### src/rtl/sa_wresp_merge_channel.sv
// Write-response merge channel: orders B beats by AW issue, merges split sub-responses
// into one worst-case B beat per master transaction. Optional ID check: WRESP_ID_CHECK_EN.
module sa_wresp_merge_channel #(
  parameter int unsigned MST_AMT         = 3,
  parameter int unsigned OUTSTANDING_AMT = 8,
  parameter int unsigned MST_ID_W        = $clog2(MST_AMT),
  parameter int unsigned TRANS_MST_ID_W  = 5,
  parameter int unsigned TRANS_SLV_ID_W  = TRANS_MST_ID_W + MST_ID_W,
  parameter int unsigned TRANS_WR_RESP_W = 2,
  parameter int unsigned SPLIT_MAX       = 4,
  parameter int unsigned SPLIT_CNT_W     = $clog2(SPLIT_MAX + 1)
) (
  input  logic                                 ACLK_i,
  input  logic                                 ARESET_i,
  input  logic [TRANS_SLV_ID_W-1:0]            AW_AxID_i,
  input  logic [SPLIT_CNT_W-1:0]               AW_split_cnt_i,
  input  logic                                 AW_shift_en_i,
  output logic                                 AW_stall_o,
  input  logic [TRANS_SLV_ID_W-1:0]            s_BID_i,
  input  logic [TRANS_WR_RESP_W-1:0]           s_BRESP_i,
  input  logic                                 s_BVALID_i,
  output logic                                 s_BREADY_o,
  output logic [TRANS_MST_ID_W*MST_AMT-1:0]    dsp_BID_o,
  output logic [TRANS_WR_RESP_W*MST_AMT-1:0]   dsp_BRESP_o,
  output logic [MST_AMT-1:0]                   dsp_BVALID_o,
  input  logic [MST_AMT-1:0]                   dsp_BREADY_i,
  output logic                                 err_o
);

  localparam int unsigned PTR_W = $clog2(OUTSTANDING_AMT);
  localparam int unsigned CNT_W = $clog2(OUTSTANDING_AMT + 1);

  typedef struct packed {
    logic [TRANS_SLV_ID_W-1:0] id;
    logic [SPLIT_CNT_W-1:0]    split;
  } order_t;

  typedef enum logic {ST_ACCUM, ST_DELIVER} state_e;

  order_t                      mem_q [OUTSTANDING_AMT];
  logic [PTR_W-1:0]            wr_ptr_q, rd_ptr_q;
  logic [CNT_W-1:0]            cnt_q, cnt_d;
  logic                        stall_q;
  logic [SPLIT_CNT_W-1:0]      sub_q, sub_d;
  logic [TRANS_WR_RESP_W-1:0]  acc_q, acc_d;
  state_e                      state_q, state_d;
  logic [MST_AMT-1:0]          bvalid_q, bvalid_d;
  logic [TRANS_MST_ID_W-1:0]   bid_q, bid_d;
  logic [TRANS_WR_RESP_W-1:0]  bresp_q, bresp_d;
  logic [MST_ID_W-1:0]         mst_q, mst_d;

  order_t                      head;
  logic [SPLIT_CNT_W-1:0]      head_split;
  logic [MST_ID_W-1:0]         head_mst;
  logic                        head_mst_ok, head_final, out_free;
  logic                        push, pop, s_hs;
  logic [TRANS_WR_RESP_W-1:0]  merged;

  // Head entry decode; a split count of 0 means a single sub-transaction.
  always_comb begin
    head = mem_q[rd_ptr_q];
    if (head.split == '0)
      head_split = SPLIT_CNT_W'(1);
    else if (head.split > SPLIT_CNT_W'(SPLIT_MAX))
      head_split = SPLIT_CNT_W'(SPLIT_MAX);
    else
      head_split = head.split;
  end

  assign head_mst    = head.id[TRANS_SLV_ID_W-1 -: MST_ID_W];
  assign head_mst_ok = {1'b0, head_mst} < (MST_ID_W+1)'(MST_AMT);
  assign head_final  = (sub_q + SPLIT_CNT_W'(1)) == head_split;
  assign out_free    = (state_q == ST_ACCUM) || dsp_BREADY_i[mst_q];

  // Only a deliverable final beat can be held off by the output register.
  assign s_BREADY_o = (cnt_q != '0) && !(head_final && head_mst_ok && !out_free);
  assign s_hs       = s_BVALID_i && s_BREADY_o;
  assign pop        = s_hs && head_final;
  assign push       = AW_shift_en_i && (cnt_q != CNT_W'(OUTSTANDING_AMT));

  always_comb begin
    cnt_d = cnt_q;
    case ({push, pop})
      2'b10:   cnt_d = cnt_q + CNT_W'(1);
      2'b01:   cnt_d = cnt_q - CNT_W'(1);
      default: cnt_d = cnt_q;
    endcase
  end

  // Merge / deliver next-state logic.
  always_comb begin
    state_d  = state_q;
    bvalid_d = bvalid_q;
    bid_d    = bid_q;
    bresp_d  = bresp_q;
    mst_d    = mst_q;
    sub_d    = sub_q;
    acc_d    = acc_q;
    merged   = (s_BRESP_i > acc_q) ? s_BRESP_i : acc_q;

    if (state_q == ST_DELIVER && dsp_BREADY_i[mst_q]) begin
      state_d  = ST_ACCUM;
      bvalid_d = '0;
    end

    if (s_hs) begin
      if (head_final) begin
        sub_d = '0;
        acc_d = '0;
        if (head_mst_ok) begin
          state_d  = ST_DELIVER;
          bvalid_d = MST_AMT'(1) << head_mst;
          bid_d    = head.id[TRANS_MST_ID_W-1:0];
          mst_d    = head_mst;
          // EXOKAY cannot be guaranteed across split sub-transactions.
          if (merged == TRANS_WR_RESP_W'(1) && head_split > SPLIT_CNT_W'(1))
            bresp_d = '0;
          else
            bresp_d = merged;
        end
      end else begin
        sub_d = sub_q + SPLIT_CNT_W'(1);
        acc_d = merged;
      end
    end
  end

  always_ff @(posedge ACLK_i) begin
    if (ARESET_i) begin
      wr_ptr_q <= '0;
      rd_ptr_q <= '0;
      cnt_q    <= '0;
      stall_q  <= 1'b0;
      sub_q    <= '0;
      acc_q    <= '0;
      state_q  <= ST_ACCUM;
      bvalid_q <= '0;
      bid_q    <= '0;
      bresp_q  <= '0;
      mst_q    <= '0;
    end else begin
      if (push) wr_ptr_q <= wr_ptr_q + PTR_W'(1);
      if (pop)  rd_ptr_q <= rd_ptr_q + PTR_W'(1);
      cnt_q    <= cnt_d;
      stall_q  <= (cnt_d == CNT_W'(OUTSTANDING_AMT));
      sub_q    <= sub_d;
      acc_q    <= acc_d;
      state_q  <= state_d;
      bvalid_q <= bvalid_d;
      bid_q    <= bid_d;
      bresp_q  <= bresp_d;
      mst_q    <= mst_d;
    end
  end

  always_ff @(posedge ACLK_i) begin
    if (push) mem_q[wr_ptr_q] <= {AW_AxID_i, AW_split_cnt_i};
  end

`ifdef WRESP_ID_CHECK_EN
  logic err_q, err_d;

  // Sticky: slave BID disagrees with the ordered head, or head targets no master.
  always_comb begin
    err_d = err_q;
    if (s_hs && ((s_BID_i != head.id) || !head_mst_ok)) err_d = 1'b1;
  end

  always_ff @(posedge ACLK_i) begin
    if (ARESET_i) err_q <= 1'b0;
    else          err_q <= err_d;
  end

  assign err_o = err_q;
`else
  logic unused_bid;
  assign unused_bid = ^s_BID_i;
  assign err_o      = 1'b0;
`endif

  assign AW_stall_o   = stall_q;
  assign dsp_BVALID_o = bvalid_q;
  assign dsp_BID_o    = {MST_AMT{bid_q}};
  assign dsp_BRESP_o  = {MST_AMT{bresp_q}};

endmodule

### config.mk
export PLATFORM = sky130hd
export DESIGN_NAME = sa_wresp_merge_channel
export DESIGN_NICKNAME = d
export VERILOG_FILES = /design/src/rtl/sa_wresp_merge_channel.sv
export SDC_FILE = /design/constraint.sdc
export NUM_CORES = 1
export LEC_CHECK = 0
export CAP_MARGIN = 0
export CORE_MARGIN = 1.5
export CORE_UTILIZATION = 60
export DETAILED_ROUTE_END_ITERATION = 10
export GPL_TIMING_DRIVEN = 0
export PLACE_DENSITY = 0.84
export SKIP_CTS_REPAIR_TIMING = 1
export SLEW_MARGIN = 30
export SYNTH_ARGS = -nofsm -noshare
export SYNTH_HDL_FRONTEND = slang
export SYNTH_SLANG_ARGS = --single-unit
export TNS_END_PERCENT = 20
### constraint.sdc
create_clock -name ACLK_i -period 10 [get_ports ACLK_i]
set_input_delay 2 -clock ACLK_i [delete_from_list [all_inputs] [get_ports ACLK_i]]
set_output_delay 2 -clock ACLK_i [all_outputs]
set_load 0.05 [all_outputs]
======== After elaboration in Yosys (flattened, before gate mapping) ========
Memories as Yosys holds them, arrays and structs flattened. A register that Yosys moved wholly into a read port is not among the register bits.
Index checks and enable logic that the tools add are counted.
word-level totals
  memory bits (writable) .................. 80
  flip-flop bits (word level) ............. 29
  memories ................................ 1
  bits of input ports ..................... 26
memories
  memory  words  width  read ports  clocked after Yosys merged registers in  wr ports  RTL line  text
  mem_q   8      10     1           1                                        1         40        order_t mem_q [OUTSTANDING_AMT];
operators by class
  equal/unequal tests ..................... 6
  mux-type cells .......................... 21
  bitwise logic cells ..................... 1
  $lt $le $gt $ge ......................... 5
  reductions and logical operators ........ 14
  shift-type cells ........................ 1
  $add $sub $neg .......................... 5
operators by type and width
  operator                                                               number
  3-bit two-way mux                                                      9
  3-bit by 1-bit adder with 3-bit output, second input constant          3
  1-bit logical AND                                                      8
  4-bit one-hot mux with 2 select lines                                  1
  1-bit two-way mux                                                      7
  2-bit two-way mux                                                      3
  4-bit by 1-bit adder with 4-bit output, second input constant          1
  2-bit by 1-bit equality test with 1-bit output, second input constant  2
  4-bit equality test, second input constant                             1
  4-bit != test, second input constant                                   1
  4-bit nonzero test                                                     1
  4-bit by 1-bit subtractor with 4-bit output, second input constant     1
  3-bit equality test                                                    1
  3-bit by 1-bit > comparator with 1-bit output, second input constant   1
  3-bit > comparator, second input constant                              1
  3-bit logical NOT                                                      1
  2-bit by 3-bit < comparator with 1-bit output, second input constant   1
  3-bit AND reduction                                                    1
  1-bit by 2-bit << shifter with 3-bit output, first input constant      1
  1-bit binary-select mux with 2-bit select                              1
  2-bit equality test, second input constant                             1
  2-bit > comparator                                                     1
  1-bit logical NOT                                                      2
  2-bit < comparator, second input constant                              1
  other kinds (2)                                                        2

======== Longest topological paths before layout ========
Gate-level depths: netlist of run 1.
  depth after elaboration ................. 13
  mapped depth ............................ 16

======== Worst setup path before layout of run 1 ========
OpenSTA, ideal clock, no wires.
  path type ............................... input -> output
  start ................................... input port dsp_BREADY_i[2]
  end ..................................... output port s_BREADY_o
  path slack .............................. 4.709 ns
  stages .................................. 4
  arrival time ............................ 3.291 ns
  required time ........................... 8.000 ns
  cell sequence ........................... mux2i_1 -> o221ai_1 -> a21oi_1 -> a21oi_1
on the way
  word-level cells in the longest chain between the ends .. 7
RTL lines
  element                                    RTL line  text
  from (decl)                                26        input logic [MST_AMT-1:0] dsp_BREADY_i,
  1-bit binary-select mux with 2-bit select  73        assign out_free = (state_q == ST_ACCUM) || dsp_BREADY_i[mst_q];
  1-bit two-way mux (implied by the code)    73
  1-bit logical OR                           73
  1-bit logical NOT                          76        assign s_BREADY_o = (cnt_q != '0) && !(head_final && head_mst_ok && !out_free);
  1-bit logical AND                          76
  1-bit logical NOT                          76
  1-bit logical AND                          76
  to (decl)                                  22        output logic s_BREADY_o,
Every way passes these cells. The select of a mux whose other input is x is not followed.

======== Final worst setup path of run 1 ========
Same ends and word-level chain as after synthesis.

==> out/summary.txt, run 1 <==
CLOCK TREE
--------------------------------------------------------------------------------------------------
Clock tree from TritonCTS                                                                    built
Sink Count                                                                                     112
Library cell used as clock root buffer                                                sky130_fd_sc_hd__clkbuf_8
Latest clock arrival within the worst-skew pair                                            0.36 ns
Clock buffers created by TritonCTS                                                               9
# H-tree levels                                                                                  3
Clock transition time at the flip-flop clock pins of the worst setup and hold paths        0.10 ns
CTS max path bufs                                                                                2

SYNTHESIS
--------------------------------------------------------------------------------------------------
Cell with the most instances after synthesis                                          sky130_fd_sc_hd__edfxtp_1
Distinct cell type count of the synthesized netlist                                             52
Async set-or-reset flop fraction in the synthesized netlist                                      0
Number of flops mapped to enable cells by yosys                                                 80
Dominant cell type by area after synthesis                                            sky130_fd_sc_hd__edfxtp_1
Number of cells produced by synthesis                                                          327
Yosys warning count                                                                              0
Net count after synthesis                                                                      362
Number of synthesized register bits                                                            112
Cell area after synthesis                                                                 4820 um2
Avg Synthesized Cell Area                                                                 14.7 um2
Synth Flop Type                                                                       sky130_fd_sc_hd__edfxtp_1
Leading post-synthesis cells by instance count                                        80 x sky130_fd_sc_hd__edfxtp_1, 32 x sky130_fd_sc_hd__dfxtp_1, 20 x sky130_fd_sc_hd__mux4_2, 20 x sky130_fd_sc_hd__nand2_1, 19 x sky130_fd_sc_hd__nor2_1
Post-synthesis sequential area ratio                                                         0.632
Area share of the leading cell type in the synthesized netlist                               0.499
Top cells by area in the synthesized netlist                                          sky130_fd_sc_hd__edfxtp_1 50%, sky130_fd_sc_hd__dfxtp_1 13%, sky130_fd_sc_hd__mux4_2 9.4%

DETAILED ROUTING
--------------------------------------------------------------------------------------------------
DRT iter0 DRCs                                                                                 167
DR vias/cell                                                                                  5.83
Antenna viol nets, final                                                                         0
Vias post-DR                                                                                  2874
Total DRC errors in the routed layout                                                            0
Overall routed net length                                                                  9190 um
Router iterations before antenna repair                                                          4
Post-DR wirelength/cell                                                                    18.6 um

TIMING
--------------------------------------------------------------------------------------------------
Final worst path period share                                                                0.611
Post-layout minimum cycle time                                                             6.11 ns
Clock skew after layout                                                                 0.00754 ns
Total count of hold-check failures in the final report                                           0
Slew HR                                                                                      0.427
RSZ-0062 raised after global routing                                                            no
Sum Neg Setup Slack                                                                           0 ns
Transition time at the pin with the least slew margin                                     0.859 ns
Number of slew-limit violations in the final report                                              0
Max Fclk                                                                                   164 MHz
Final Setup Violations                                                                           0

CRITICAL PATH
--------------------------------------------------------------------------------------------------
CP bufs+invs                                                                                     2
Number of logic stages on the critical path including buffering                                  6
Worst R2R Path Depth                                                                            15
Slowest stage cell, crit path                                                         sky130_fd_sc_hd__clkdlybuf4s50_1
WP data arrival                                                                            4.11 ns
CP Launch Type                                                                          input port
Largest stage delay on the critical path                                                   0.82 ns
Capturing element type of the critical path                                           primary output
Cell family contributing the most delay on the critical path                          buffers and inverters
Worst-path maximum fanout                                                                        5
Setup CP Type                                                                            in -> out
Data required, critical path                                                               8.00 ns
Cells along the critical path                                                         clkdlybuf4s50_1 > mux2i_1 > o221ai_1 > a21oi_1 > a21oi_1 > clkdlybuf4s50_1

LAYOUT
--------------------------------------------------------------------------------------------------
Area added between synthesis and finish                                                      18.4%
Antenna cell count                                                                               0
Post-layout net count                                                                          422
Ratio of cells with drive above 1 in the final layout                                        0.199

POWER AND IR DROP
--------------------------------------------------------------------------------------------------
Leakage component of the power                                                             1.96 nW
Power per unit of standard cell area                                                    174 nW/um2
Power after layout                                                                        0.991 mW
Worst ir drop on vdd                                                                      0.119 mV

FLOORPLAN
--------------------------------------------------------------------------------------------------
Die ar.                                                                                   8570 um2
Effective utilization at floorplan                                                           0.620
DIE HEIGHT                                                                                 92.6 um
Horizontal die dimension                                                                   92.6 um
Total number of placement rows                                                                  32
Placeable Area                                                                            7770 um2
Num ports                                                                                       53

GLOBAL ROUTE
--------------------------------------------------------------------------------------------------
Vias in the first global route                                                                2838
Number of antenna violations at the first check in global routing                                0
Overall global routing resource usage                                                        0.234
Total grt overflow                                                                               0
Wire length of the first global-routing pass                                              14700 um
Maximum number of pins on one net before global-route repair                                    19

HOLD PATH
--------------------------------------------------------------------------------------------------
Cells on Worst Hold Path                                                                         2
Worst Hold Class                                                                        reg -> reg

PLACE
--------------------------------------------------------------------------------------------------
Post-DP HPWL                                                                               6210 um
Number of buffer cells added on primary ports                                                   43
Final GP Congestion                                                                          0.819

RUN STATUS
--------------------------------------------------------------------------------------------------
Status                                                                                   completed

RUN
--------------------------------------------------------------------------------------------------
Max-cap violations                                                                               0

flip-flops by register name (all words and copies together), names as in the netlist, named ones only:
signal	flops
mem_q	80
bid_q	5
cnt_q	4
dsp_BVALID_o	3
rd_ptr_q	3
sub_q	3
wr_ptr_q	3
acc_q	2
bresp_q	2
mst_q	2
AW_stall_o	1
state_q	1
power breakdown:
part / total (mW) / switching (mW) / internal, mW
clock network: 0.313 / 0.146 / 0.167
registers: 0.524 / 0.0111 / 0.513
logic: 0.154 / 0.0897 / 0.0639
total: 0.991 / 0.247 / 0.744
worst paths after layout:
path                    from               to  slack, ns
max          dsp_BREADY_i[2]       s_BREADY_o       3.89
min          dsp_BVALID_o[2]  dsp_BVALID_o[2]       0.48
max reg2reg         register       AW_stall_o       6.12
min reg2reg  dsp_BVALID_o[2]  dsp_BVALID_o[2]       0.48
area by class of cell:
| type | count | area (um2) |
|---|---|---|
| clock buffers | 9 | 124 |
| plain buffers | 33 | 199 |
| multi-input cells | 173 | 1580 |
| flip-flops and latches | 112 | 3040 |
| well taps | 102 | 128 |
| fillers | 501 | 2060 |
| inverters | 9 | 33.8 |
| clock inverters | 6 | 116 |
| repair buffers | 49 | 484 |
through the flow:
stage | setup slack, ns | cells | instance area, um2 | utilization | hold WS (ns)
6_report | 3.89 | 493 | 5700 | 0.734 | 0.479
5_1_grt | 3.73 | 493 | 5700 | 0.734 | 0.508
4_1_cts | 3.89 | 493 | 5700 | 0.734 | 0.480
3_5_place_dp | 3.90 | 478 | 5460 | 0.703 | 0.461
3_3_place_gp | 3.94 | 472 | 5380 | 0.692 | 0.460
2_1_floorplan | 4.71 | 327 | 4820 | - | 0.454
cell usage in the layout (no fill, tap or decap), drive strengths merged, types with 5 or more instances in the layout:
| cell | Yosys | layout |
|---|---|---|
| inv | 9 | 10 |
| buf | 23 | 29 |
| nor2 | 19 | 19 |
| a21oi | 14 | 14 |
| mux4 | 20 | 20 |
| a311oi | 5 | 5 |
| edfxtp | 80 | 80 |
| clkdlybuf4s50 | 0 | 43 |
| nor3 | 5 | 5 |
| mux2i | 15 | 15 |
| mux2 | 6 | 6 |
| nand2 | 20 | 20 |
| clkbuf | 10 | 19 |
| dfxtp | 32 | 32 |
| ha | 9 | 9 |
worst min-delay path, delay by kind of cell (launching register included):
family | cells | cell delay (ns)
compound gates | 1 | 0.06
flops | 1 | 0.33
simple gates | 1 | 0.05
cell families after synthesis:
| kind of cell | synth area share |
|---|---|
| other | 0.000778 |
| and+or+nand+nor | 0.0855 |
| DFF | 0.632 |
| buffers and inverters | 0.0483 |
| muxes | 0.141 |
| adders and majority gates | 0.0234 |
| AOI/OAI and AO/OA | 0.0564 |
| xor gates and xnor gates | 0.0127 |
per-layer routing:
layer	share of wire	wire, um	track usage	up-vias
li1	-	-	-	1344
met1	0.42	3840	0.299	1436
met2	0.51	4730	0.400	75
met3	0.045	412	0.0361	19
met4	0.023	210	0.100	0
met5	0	0	0	-
No activity file was read; power rests on OpenSTA's default activity.
==> run 2, diff against run 1 <==
--- a/config.mk
+++ b/config.mk
@@ -7,10 +7,10 @@
 export LEC_CHECK = 0
 export CAP_MARGIN = 0
 export CORE_MARGIN = 1.5
-export CORE_UTILIZATION = 60
+export CORE_UTILIZATION = 56
 export DETAILED_ROUTE_END_ITERATION = 10
 export GPL_TIMING_DRIVEN = 0
-export PLACE_DENSITY = 0.84
+export PLACE_DENSITY = 0.79
 export SKIP_CTS_REPAIR_TIMING = 1
 export SLEW_MARGIN = 30
 export SYNTH_ARGS = -nofsm -noshare
==> constraint.sdc (replaced) <==
create_clock -name ACLK_i -period 6.25 [get_ports ACLK_i]
set_input_delay 1.25 -clock ACLK_i [delete_from_list [all_inputs] [get_ports ACLK_i]]
set_output_delay 1.25 -clock ACLK_i [all_outputs]
set_load 0.05 [all_outputs]
==> run 2 against run 1 <==
  * Total power up 52%
  * Critical endpoint unchanged
  * Utilization fell by 4.9 points
  * Largest cell class unchanged
  * Non-clock buffer count unchanged
  * Clock skew is 0.012 ns higher
  * Worst hold slack improved by 0.014 ns
  * Highest routed layer unchanged
  * Cell area is 0.72% lower
  * Sequential share of layout area rose by 0.39 points
  * Sequential power is 60% higher
==> out/summary.txt, run 2 (synthesized netlist as in run 1, its figures left out) <==
DETAILED ROUTING
--------------------------------------------------------------------------------------------------
DRT iter0 DRCs                                                                                 123   -26%
Router iterations before antenna repair                                                          4   unchanged
Overall routed net length                                                                  8720 um   -5.2%
Total DRC errors in the routed layout                                                            0   unchanged
Post-DR wirelength/cell                                                                    17.5 um   -5.9%
DR vias/cell                                                                                  5.69   -2.4%
Vias post-DR                                                                                  2828   -1.6%
Antenna viol nets, final                                                                         0   unchanged

PLACE
--------------------------------------------------------------------------------------------------
Final GP Congestion                                                                          0.807   -1.4%
Placement Cell Area                                                                       5460 um2   unchanged
Post-DP HPWL                                                                               6210 um   about the same
Post-placement setup slack                                                                 1.69 ns   -2.21 ns
Number of buffer cells added on primary ports                                                   43   unchanged
Number of cells after detailed placement                                                       481   +0.63%

TIMING
--------------------------------------------------------------------------------------------------
Transition time at the pin with the least slew margin                                     0.820 ns   -0.0393 ns
Clock skew after layout                                                                  0.0198 ns   +0.0123 ns
RSZ-0062 raised after global routing                                                            no
Post-layout minimum cycle time                                                             4.83 ns
Total count of hold-check failures in the final report                                           0   unchanged
Max Fclk                                                                                   207 MHz
Number of slew-limit violations in the final report                                              0   unchanged
Final Setup Violations                                                                           0   unchanged
Worst Hold Slack                                                                          0.493 ns   +0.0141 ns
Fin worst setup slack                                                                      1.42 ns   -2.47 ns
Final worst path period share                                                                0.773
Slew HR                                                                                      0.453   +0.0262
Sum Neg Setup Slack                                                                           0 ns   unchanged

CRITICAL PATH
--------------------------------------------------------------------------------------------------
CP Launch Type                                                                            register
Worst-path maximum fanout                                                                       10   +5
Setup CP Type                                                                           reg -> out
WP data arrival                                                                            3.58 ns   -0.53 ns
Capturing element type of the critical path                                           primary output
Data required, critical path                                                               5.00 ns   -3.00 ns

LAYOUT
--------------------------------------------------------------------------------------------------
Ratio of cells with drive above 1 in the final layout                                        0.202   +0.00204
Antenna cell count                                                                               0   unchanged
Post-route cell area                                                                      5660 um2   -0.72%
Finished Core Util                                                                           0.686   -0.0486
Final non-filler cell total                                                                    497   +0.81%
Area added between synthesis and finish                                                      17.5%
Biggest register                                                                             mem_q
Number of flip-flops under the largest register name                                            80   unchanged
Most used cells in the layout excluding fill and tap cells                            80 x sky130_fd_sc_hd__edfxtp_1, 43 x sky130_fd_sc_hd__clkdlybuf4s50_1, 32 x sky130_fd_sc_hd__dfxtp_1
Post-layout net count                                                                          422   unchanged
Most frequent standard cell in the layout excluding fill and tap cells                sky130_fd_sc_hd__edfxtp_1
Registers with the highest flip-flop counts                                           mem_q: 80 flops, bid_q: 5 flops, cnt_q: 4 flops

POWER AND IR DROP
--------------------------------------------------------------------------------------------------
Power after layout                                                                         1.50 mW   +52%
Power per unit of standard cell area                                                    266 nW/um2   +53%
Worst ir drop on vdd                                                                      0.166 mV   +40%
Leakage component of the power                                                             1.94 nW   -0.78%

CLOCK TREE
--------------------------------------------------------------------------------------------------
Sink Count                                                                                     112   unchanged
# H-tree levels                                                                                  3   unchanged
Clock buffers created by TritonCTS                                                               9   unchanged
Latest clock arrival within the worst-skew pair                                            0.37 ns   about the same
Library cell used as clock root buffer                                                sky130_fd_sc_hd__clkbuf_8
Clock transition time at the flip-flop clock pins of the worst setup and hold paths        0.11 ns   about the same
Clock tree from TritonCTS                                                                    built
CTS max path bufs                                                                                2   unchanged

FLOORPLAN
--------------------------------------------------------------------------------------------------
Die ar.                                                                                   9170 um2   +6.9%
Effective utilization at floorplan                                                           0.583   -0.0368
DIE HEIGHT                                                                                 95.7 um   +3.4%
Total number of placement rows                                                                  33   +3.1%
Placeable Area                                                                            8260 um2   +6.3%
Horizontal die dimension                                                                   95.7 um   +3.4%
Num ports                                                                                       53   unchanged

RUN STATUS
--------------------------------------------------------------------------------------------------
Status                                                                                   completed

GLOBAL ROUTE
--------------------------------------------------------------------------------------------------
Maximum number of pins on one net before global-route repair                                    23   +4
Total grt overflow                                                                               0   unchanged
Vias in the first global route                                                                2849   +0.39%
Overall global routing resource usage                                                        0.211   -0.0236
Wire length of the first global-routing pass                                              14000 um   -4.8%
Number of antenna violations at the first check in global routing                                0   unchanged

HOLD PATH
--------------------------------------------------------------------------------------------------
Worst Hold Class                                                                        reg -> reg

RUN
--------------------------------------------------------------------------------------------------
Max-cap violations                                                                               0   unchanged

-- run 2: cell count changes in the layout (fill, tap and decap cells not counted) --
cell / delta
sky130_fd_sc_hd__clkinv_4: +1
sky130_fd_sc_hd__inv_6: +1
sky130_fd_sc_hd__buf_4: +1
sky130_fd_sc_hd__buf_6: -1
sky130_fd_sc_hd__bufinv_16: -3
sky130_fd_sc_hd__inv_8: +2
sky130_fd_sc_hd__clkinvlp_4: -1
sky130_fd_sc_hd__inv_12: +1
-- run 2: area by class of cell --
class / count / area (um2)
Sequential cell: 112 / 3040
Fill cell: 559 / 2600
Multi-Input combinational cell: 173 / 1580
Timing Repair Buffer: 49 / 480
Buffer: 33 / 199
Tap cell: 105 / 131
Clock buffer: 9 / 124
Clock inverter: 7 / 75.1
Inverter: 9 / 33.8
-- run 2: worst paths after layout --
check	start	end	slack, ns	depth (start not counted)
worst max-delay path	register	s_BREADY_o	1.42	9
worst max register to register	register	AW_stall_o	2.41	15
worst min-delay path	dsp_BVALID_o[2]	dsp_BVALID_o[2]	0.49	2
worst min register to register	dsp_BVALID_o[2]	dsp_BVALID_o[2]	0.49	2
-- run 2: layer usage --
metal / vias to the layer above / wire length [um] / GRT usage
met5: - / 0 / 0
met4: 0 / 279 / 0.0931
met3: 23 / 388 / 0.0371
met2: 75 / 4320 / 0.360
met1: 1377 / 3730 / 0.263
li1: 1353 / - / -
-- run 2: critical path, stage by stage, from the launching register on --
cell	delay, ns
sky130_fd_sc_hd__dfxtp_1	0.44
sky130_fd_sc_hd__buf_2	0.35
sky130_fd_sc_hd__mux4_2	0.34
sky130_fd_sc_hd__mux2i_1	0.32
sky130_fd_sc_hd__or4b_1	0.20
sky130_fd_sc_hd__nand4_2	0.18
sky130_fd_sc_hd__buf_4	0.23
sky130_fd_sc_hd__buf_4	0.18
sky130_fd_sc_hd__a21oi_1	0.16
sky130_fd_sc_hd__clkdlybuf4s50_1	0.83
-- run 2: power breakdown --
| group | leakage, nW | internal (mW) | switching (mW) |
|---|---|---|---|
| sequential | 0.986 | 0.821 | 0.0181 |
| clock | 0.0990 | 0.161 | 0.260 |
| combinational | 0.859 | 0.102 | 0.142 |
| total | 1.94 | 1.08 | 0.420 |
